## src/rtl/pipe_stage_buffer.sv

```systemverilog
// rtl/pipe_stage_buffer.sv - registered FIFO pipeline stage with flush and bubble output
module pipe_stage_buffer #(
  parameter int                 WIDTH  = 32,
  parameter int                 DEPTH  = 2,
  parameter logic [WIDTH-1:0]   BUBBLE = '0
) (
  input  logic                         clk,
  input  logic                         reset_n,
  input  logic                         flush,
  input  logic                         valid_in,
  output logic                         ready_in,
  input  logic [WIDTH-1:0]             data_in,
  output logic                         valid_out,
  input  logic                         ready_out,
  output logic [WIDTH-1:0]             data_out,
  output logic [$clog2(DEPTH+1)-1:0]   count
);

  // A single-entry stage still needs a one-bit pointer to index storage.
  localparam int PTR_W = (DEPTH > 1) ? $clog2(DEPTH) : 1;
  localparam int CNT_W = $clog2(DEPTH + 1);

  localparam logic [PTR_W-1:0] LAST_PTR = PTR_W'(DEPTH - 1);
  localparam logic [CNT_W-1:0] FULL_CNT = CNT_W'(DEPTH);

  logic [WIDTH-1:0] mem [DEPTH];
  logic [PTR_W-1:0] rd_ptr;
  logic [PTR_W-1:0] wr_ptr;
  logic [PTR_W-1:0] rd_ptr_nxt;
  logic [PTR_W-1:0] wr_ptr_nxt;
  logic             push;
  logic             pop;

  // Handshake flags come only from the registered count, so ready_in never
  // depends combinationally on ready_out; a pop from full frees the slot
  // one cycle later.
  assign ready_in  = (count < FULL_CNT);
  assign valid_out = (count != '0);

  // Flush wins over both transfers in the same cycle.
  assign push = valid_in & ready_in & ~flush;
  assign pop  = valid_out & ready_out & ~flush;

  // Pointers wrap explicitly so non-power-of-two depths work.
  assign rd_ptr_nxt = (rd_ptr == LAST_PTR) ? '0 : rd_ptr + 1'b1;
  assign wr_ptr_nxt = (wr_ptr == LAST_PTR) ? '0 : wr_ptr + 1'b1;

  assign data_out = valid_out ? mem[rd_ptr] : BUBBLE;

  // Pointer and occupancy state; reset and flush drop every held entry.
  always_ff @(posedge clk or negedge reset_n) begin
    if (!reset_n) begin
      rd_ptr <= '0;
      wr_ptr <= '0;
      count  <= '0;
    end else if (flush) begin
      rd_ptr <= '0;
      wr_ptr <= '0;
      count  <= '0;
    end else begin
      if (push) begin
        wr_ptr <= wr_ptr_nxt;
      end
      if (pop) begin
        rd_ptr <= rd_ptr_nxt;
      end
      case ({push, pop})
        2'b10:   count <= count + 1'b1;
        2'b01:   count <= count - 1'b1;
        default: count <= count;
      endcase
    end
  end

  // Payload storage is not reset; occupancy alone decides what is valid.
  always_ff @(posedge clk) begin
    if (push) begin
      mem[wr_ptr] <= data_in;
    end
  end

endmodule

```

## config.mk

```make
export PLATFORM = sky130hd
export DESIGN_NAME = pipe_stage_buffer
export DESIGN_NICKNAME = d
export VERILOG_FILES = /design/src/rtl/pipe_stage_buffer.sv
export SDC_FILE = /design/constraint.sdc
export NUM_CORES = 1
export LEC_CHECK = 0
export CAP_MARGIN = 20
export CORE_MARGIN = 2
export CORE_UTILIZATION = 43
export DETAILED_ROUTE_END_ITERATION = 10
export PLACE_DENSITY = 0.76
export SETUP_SLACK_MARGIN = 0.02
export SLEW_MARGIN = 5
export SYNTH_ARGS = -nofsm -noshare
export SYNTH_HDL_FRONTEND = slang
export SYNTH_SLANG_ARGS = --single-unit
```

## constraint.sdc

```tcl
create_clock -name clk -period 3.7 [get_ports clk]
set_input_delay 0.74 -clock clk [delete_from_list [all_inputs] [get_ports clk]]
set_output_delay 0.74 -clock clk [all_outputs]
set_load 0.05 [all_outputs]
```

==> results of run 1 <==
-- sequential cells by signal, indices dropped and copies added (netlist names) --
register	flops
mem	64
wr_ptr	1
rd_ptr	1
count	2
-- placed cells by master (no fill, tap or decap), drive strengths merged --
cell type,n
dfrtp,4
a21oi,2
xor2,2
nor3,1
nor2,35
nor2b,2
mux2i,33
bufinv,2
edfxtp,64
nor3b,1
inv,2
clkdlybuf4s50,72
o21ai,2
nand2,1
buf,5
a21o,1
nand2b,2
clkinv,4
clkbuf,10
-- power groups by stage --
stage / sequential [mW] / clock [mW] / combinational [mW]
global route: 0.899 / 0.670 / 0.353
CTS: 0.897 / 0.643 / 0.335
floorplan: 0.910 / 0 / 0.209
finish: 0.897 / 0.624 / 0.331
global placement: 0.912 / 0 / 0.332
detailed placement: 0.914 / 0 / 0.334
-- stage by stage --
step	util	area [sq um]	hold slack, ns	worst slack (ns)	std cells
final	0.618	3660	0.589	0.588	320
after global routing	0.618	3660	0.620	0.375	320
after CTS	0.618	3660	0.590	0.543	320
after detailed placement	0.583	3450	0.576	0.901	304
after global placement	0.583	3450	0.566	0.911	304
after floorplan	-	2630	0.444	0.0961	159
-- worst max-delay path, stage by stage, from the launching register on --
cell	delay, ns
dfrtp_1	0.45
nor2_2	0.44
buf_4	0.36
nor2_1	0.09
clkdlybuf4s50_1	0.71
-- cells by family after synthesis --
group	Yosys count
mux	33
flops	68
buf+inv	9
xor+xnor	2
compound gates	5
simple gates	42
-- area by class of cell --
cell class | instances | area [sq um] | share of cell area
clock inverter | 6 | 78.8 | 0.0215
clock buffer | 10 | 128 | 0.0349
tap | 75 | 93.8 | 0.0256
multi-input combinational | 82 | 569 | 0.156
inverter | 2 | 7.51 | 0.00205
timing repair buffer | 77 | 758 | 0.207
sequential | 68 | 2020 | 0.553
-- path summary, 6_finish.rpt --
check | startpoint | endpoint | slack (ns)
setup / recovery | count[1] | data_out[14] | 0.59
hold / removal | wr_ptr | wr_ptr | 0.59
setup reg to reg | count[1] | mem[1][3] | 1.99
hold reg to reg | wr_ptr | wr_ptr | 0.59
max in group asynchronous | reset_n | rd_ptr | 2.90
min in group asynchronous | reset_n | count[0] | 0.62
-- cell usage after synthesis, types with 2 or more instances --
cell | n | area [sq um]
xor2_1 | 2 | 17.5
edfxtp_1 | 64 | 1920
a21oi_1 | 2 | 10.0
buf_4 | 4 | 30.0
buf_2 | 3 | 15.0
nor2b_1 | 2 | 12.5
o21ai_0 | 2 | 10.0
inv_1 | 2 | 7.51
mux2i_1 | 33 | 330
nor2_1 | 35 | 131
dfrtp_1 | 4 | 100
-- layer usage --
metal,vias to the layer above,track usage,share of wire
met5,-,0,0
met1,757,0.184,0.42
met4,0,0.0933,0.022
met2,56,0.234,0.50
met3,8,0.0315,0.051
li1,742,-,-
==> metrics.json, run 1 <==
{
  "synthSimpleGateAreaFrac": {"value": 0.0667},
  "insertion_delay": {"value": 0.33, "unit": "ns"},
  "worst_hold_path_type": {"value": "register to register"},
  "power.density": {"value": 506, "unit": "nW/um^2"},
  "power.share.combinational": {"value": 0.179},
  "global_routing_usage_summed_across_all_routing_layers": {"value": 0.147},
  "placement_rows": {"value": 28},
  "htree_num_levels": {"value": 3},
  "io_buffers": {"value": 72},
  "cts.clk_slew.worst_paths": {"value": 0.06, "unit": "ns"},
  "tns": {"value": 0, "unit": "ns"},
  "area_share_of_fa_ha_maj_cells_after_synthesis": {"value": 0},
  "clock_sinks": {"value": 68},
  "tritoncts": {"value": "yes"},
  "async_reset_ff_frac": {"value": 0.0588},
  "yosys.cell_types.count": {"value": 17},
  "timing.critical_path.to_type": {"value": "output port"},
  "critPathLaunchType": {"value": "register"},
  "grt_pass1_vias": {"value": 1557},
  "total_power": {"value": 1.85, "unit": "mW"},
  "floorplan.initialDensity": {"value": 0.443},
  "grt-ovfl-total": {"value": 0},
  "finalHoldViolCount": {"value": 0},
  "reg2regPathDepth": {"value": 3},
  "drt-initial-drc-count": {"value": 71},
  "leakagePower": {"value": 1.24, "unit": "nW"},
  "numCtsBuffers": {"value": 9},
  "core_area": {"value": 5920, "unit": "sq um"},
  "fp.dieH": {"value": 82.1, "unit": "microns"},
  "detail_route.first_pass.iterations": {"value": 4},
  "clock-root-buffer": {"value": "clkbuf_8"},
  "route.antenna.remaining_nets": {"value": 0},
  "timing.critical_path.arrival": {"value": 2.37, "unit": "ns"},
  "seq_power_share": {"value": 0.484},
  "final_layout_size_suffix_gt1_frac": {"value": 0.0980},
  "power_frac_clock": {"value": 0.337},
  "place_hpwl": {"value": 2.94, "unit": "mm"},
  "cts-hold-fix-buffers": {"value": 0},
  "synth_area": {"value": 2630, "unit": "sq um"},
  "min_period_over_period": {"value": 0.841},
  "post-route-drc-count": {"value": 0},
  "ys_ff_latch": {"value": 68},
  "cts_setup_buffers": {"value": 0},
  "setup_viol": {"value": 0},
  "wl_per_cell": {"value": 14.2, "unit": "microns"},
  "synth_ff_type": {"value": "edfxtp_1"},
  "period_needed": {"value": 3.11, "unit": "ns"},
  "synth-warning-count": {"value": 0},
  "hold_depth": {"value": 2},
  "fillers": {"value": 454},
  "irDropWorstVdd": {"value": 0.261, "unit": "mV"},
  "report.final.slew_viol_count": {"value": 0},
  "viasPerCell": {"value": 4.88},
  "synth_area_per_cell": {"value": 16.5, "unit": "sq um"},
  "count_of_flip_flops_with_a_built_in_enable_after_synthesis": {"value": 64},
  "dominant_combinational_cell_family_by_area_after_synthesis": {"value": "multiplexers"},
  "timing.max_cap.violations": {"value": 0},
  "wl": {"value": 4.55, "unit": "mm"},
  "fmax": {"value": 321, "unit": "MHz"},
  "p_sw": {"value": 0.470, "unit": "mW"},
  "grt_pass1_wl": {"value": 7.11, "unit": "mm"},
  "outcome": {"value": "completed"},
  "synthCells": {"value": 159},
  "synth_xor_xnor_area_share": {"value": 0.00667},
  "grt_antenna_before_repair": {"value": 0},
  "final_net_count": {"value": 277},
  "die_x": {"value": 82.1, "unit": "microns"},
  "grt_setup_unrepaired": {"value": "no"},
  "tightest_slew": {"value": 0.516, "unit": "ns"},
  "finalWeightedCongestion": {"value": 0.659},
  "post_synth_mux_area_share": {"value": 0.126},
  "worst_path_required_time": {"value": 2.96, "unit": "ns"},
  "cellInternalPower": {"value": 1.38, "unit": "mW"},
  "crit_fanout": {"value": 21},
  "die_area": {"value": 6750, "unit": "sq um"},
  "synth_sequential_area_ratio": {"value": 0.770},
  "dr_total_vias": {"value": 1563},
  "area_growth": {"value": 39.4, "unit": "%"},
  "design.portCount": {"value": 73},
  "fin_skew": {"value": 0.00692, "unit": "ns"},
  "antenna_cells": {"value": 0},
  "sw_frac_of_total": {"value": 0.254},
  "slew_headroom": {"value": 0.655},
  "clock_tree.buffer_depth": {"value": 2},
  "grt_max_degree": {"value": 33},
  "mappedNetlistNets": {"value": 196},
  "path_class": {"value": "register to output port"},
  "synth_compound_area_frac": {"value": 0.0105},
  "cts_repair_resize_count": {"value": 0}
}
(Power assumes the default switching activity.)
==> run 2, diff against run 1 <==
- CORE_UTILIZATION: 43 -> 47
- PLACE_DENSITY: 0.76 -> 0.79
- clock period: 3.7 -> 3.1 ns (I/O delays scaled with it)
==> metrics.json, run 2 (same netlist as run 1, synthesis figures left out) <==
{
  "finalHoldViolCount": {"value": 0, "change": "unchanged"},
  "top_regs": {"value": "mem x64, count x2"},
  "fin_skew": {"value": 0.00602, "unit": "ns", "change": "-0.000903 ns"},
  "detailed_place.area": {"value": 3470, "unit": "sq um", "change": "+0.58%"},
  "crit_path_cell_trace": {"value": "buf_12 -> mux2i_1 -> nor2_1 -> clkdlybuf4s50_1"},
  "cts-hold-fix-buffers": {"value": 0, "change": "unchanged"},
  "dr_total_vias": {"value": 1545, "change": "-1.2%"},
  "wl": {"value": 4.90, "unit": "mm", "change": "+7.8%"},
  "fp.dieH": {"value": 78.7, "unit": "microns", "change": "-4.1%"},
  "cts.clk_slew.worst_paths": {"value": 0.07, "unit": "ns", "change": "about the same"},
  "floorplan.initialDensity": {"value": 0.483, "change": "+0.0393"},
  "final_net_count": {"value": 277, "change": "unchanged"},
  "layout.cells.most_common": {"value": "clkdlybuf4s50_1"},
  "outcome": {"value": "completed"},
  "dp.cells": {"value": 301, "change": "-0.99%"},
  "cellInternalPower": {"value": 1.66, "unit": "mW", "change": "+20%"},
  "setup_viol": {"value": 0, "change": "unchanged"},
  "power_frac_clock": {"value": 0.345, "change": "+0.008"},
  "grt_setup_unrepaired": {"value": "no"},
  "grt_max_degree": {"value": 34, "change": "+3.0%"},
  "global_routing_usage_summed_across_all_routing_layers": {"value": 0.175, "change": "+0.0281"},
  "critical-path-slowest-cell": {"value": "clkdlybuf4s50_1"},
  "crit_fanout": {"value": 23, "change": "+9.5%"},
  "slew_headroom": {"value": 0.601, "change": "-0.0537"},
  "worst_path_required_time": {"value": 2.48, "unit": "ns", "change": "-0.48 ns"},
  "cts_repair_resize_count": {"value": 0, "change": "unchanged"},
  "postLayoutSetupSlackWorst": {"value": 0.227, "unit": "ns", "change": "-0.361 ns"},
  "timing.critical_path.arrival": {"value": 2.25, "unit": "ns", "change": "-0.12 ns"},
  "clock_tree.buffer_depth": {"value": 2, "change": "unchanged"},
  "period_needed": {"value": 2.87, "unit": "ns"},
  "mostFrequentLayoutCells": {"value": "69 x clkdlybuf4s50_1, 64 x edfxtp_1, 34 x nor2_1, 33 x mux2i_1, 9 x clkbuf_8"},
  "grt_pass1_vias": {"value": 1684, "change": "+8.2%"},
  "design.portCount": {"value": 73, "change": "unchanged"},
  "drt-initial-drc-count": {"value": 70, "change": "-1.4%"},
  "min_period_over_period": {"value": 0.927},
  "cts_setup_buffers": {"value": 0, "change": "unchanged"},
  "final_layout_size_suffix_gt1_frac": {"value": 0.114, "change": "+0.0163"},
  "worst_hold_path_type": {"value": "input pin to asynchronous set/reset pin"},
  "leakagePower": {"value": 1.25, "unit": "nW", "change": "+0.61%"},
  "detail_route.first_pass.iterations": {"value": 4, "change": "unchanged"},
  "grt_pass1_wl": {"value": 8.01, "unit": "mm", "change": "+13%"},
  "seq_power_share": {"value": 0.475, "change": "-0.009"},
  "timing.critical_path.max_delay_family": {"value": "buffers and inverters"},
  "critPathMaxStageDelay": {"value": 0.84, "unit": "ns", "change": "+0.13 ns"},
  "grt-ovfl-total": {"value": 0, "change": "unchanged"},
  "wl_per_cell": {"value": 15.5, "unit": "microns", "change": "+8.8%"},
  "post-route-drc-count": {"value": 0, "change": "unchanged"},
  "insertion_delay": {"value": 0.33, "unit": "ns", "change": "about the same"},
  "die_area": {"value": 6200, "unit": "sq um", "change": "-8.1%"},
  "sw_frac_of_total": {"value": 0.263, "change": "+0.00894"},
  "timing.critical_path.to_type": {"value": "output port"},
  "timing.max_cap.violations": {"value": 0, "change": "unchanged"},
  "tritoncts": {"value": "yes"},
  "clock-root-buffer": {"value": "clkbuf_8"},
  "io_buffers": {"value": 72, "change": "unchanged"},
  "die_x": {"value": 78.7, "unit": "microns", "change": "-4.1%"},
  "report.final.slew_viol_count": {"value": 0, "change": "unchanged"},
  "tightest_slew": {"value": 0.596, "unit": "ns", "change": "+0.0802 ns"},
  "tns": {"value": 0, "unit": "ns", "change": "unchanged"},
  "layout.cell_area.non_filler": {"value": 3690, "unit": "sq um", "change": "+0.82%"},
  "critPathLaunchType": {"value": "register"},
  "place_hpwl": {"value": 3.19, "unit": "mm", "change": "+8.7%"},
  "path_class": {"value": "register to output port"},
  "core_area": {"value": 5440, "unit": "sq um", "change": "-8.1%"},
  "power.share.combinational": {"value": 0.180, "change": "about the same"},
  "viasPerCell": {"value": 4.87, "change": "-0.22%"},
  "antenna_cells": {"value": 0, "change": "unchanged"},
  "sequential_cell_area": {"value": 2020, "unit": "sq um", "change": "unchanged"},
  "top_register": {"value": "mem"},
  "placement_rows": {"value": 27, "change": "-3.6%"},
  "route.antenna.remaining_nets": {"value": 0, "change": "unchanged"},
  "fin_cells": {"value": 317, "change": "-0.94%"},
  "power.density": {"value": 610, "unit": "nW/um^2", "change": "+21%"},
  "fmax": {"value": 348, "unit": "MHz"},
  "finalWeightedCongestion": {"value": 0.756, "change": "+15%"},
  "buffers_inverters_on_critical_path": {"value": 2, "change": "unchanged"},
  "p_sw": {"value": 0.592, "unit": "mW", "change": "+26%"},
  "clock_sinks": {"value": 68, "change": "unchanged"},
  "grt_antenna_before_repair": {"value": 0, "change": "unchanged"},
  "fillers": {"value": 372, "change": "-18%"},
  "htree_num_levels": {"value": 3, "change": "unchanged"},
  "largest_reg_flops": {"value": 64, "change": "unchanged"},
  "numCtsBuffers": {"value": 9, "change": "unchanged"},
  "multi_input_comb_area": {"value": 576, "unit": "sq um", "change": "+1.1%"},
  "irDropWorstVdd": {"value": 0.408, "unit": "mV", "change": "+56%"},
  "total_power": {"value": 2.25, "unit": "mW", "change": "+22%"},
  "area_growth": {"value": 40.5, "unit": "%"},
  "detailedPlace.worstSlack": {"value": 0.601, "unit": "ns", "change": "-0.300 ns"}
}
[run 2: cell types whose count changed in the layout (fill, tap and decap cells not counted)]
cell,change
clkinv_1,-1
clkinv_2,-2
clkdlybuf4s50_1,-3
nor3_4,+1
clkinvlp_4,+2
buf_12,+2
clkinv_4,+1
buf_4,+1
nor3_2,-1
[run 2: per-stage QoR]
step	hold WS (ns)	util
5_1_grt	0.482	0.678
3_3_place_gp	0.597	0.638
2_1_floorplan	0.324	-
4_1_cts	0.477	0.678
6_report	0.492	0.678
3_5_place_dp	0.611	0.638
[run 2: final cells by class]
type	count	share of cell area
sequential	68	0.549
timing repair buffer	77	0.210
multi-input combinational	82	0.156
clock buffer	10	0.0346
tap	72	0.0244
clock inverter	6	0.0241
inverter	2	0.00204
[run 2: power groups by stage]
stage	clock, mW	combinational [mW]	sequential (mW)
2_1_floorplan	0	0.250	1.09
3_3_place_gp	0	0.404	1.09
3_5_place_dp	0	0.408	1.09
4_1_cts	0.790	0.410	1.07
5_1_grt	0.826	0.431	1.07
6_report	0.776	0.406	1.07
[run 2: worst paths after layout]
path | start | to | slack [ns] | cells past startpoint
max | rd_ptr | data_out[28] | 0.23 | 4
min | reset_n | count[0] | 0.49 | 1
max reg2reg | count[1] | mem[0][12] | 1.28 | 3
min reg2reg | count[0] | count[0] | 0.62 | 2
max in group asynchronous | reset_n | rd_ptr | 2.41 | 1
min in group clk | count[0] | count[0] | 0.62 | 2
[run 2: layer usage]
layer  global-route usage  up-vias  routed length (microns)
li1                     -      741                        -
met1                0.217      737                     2010
met2                0.280       61                     2500
met3               0.0500        6                      336
met4               0.0930        0                       55
met5                    0        -                        0
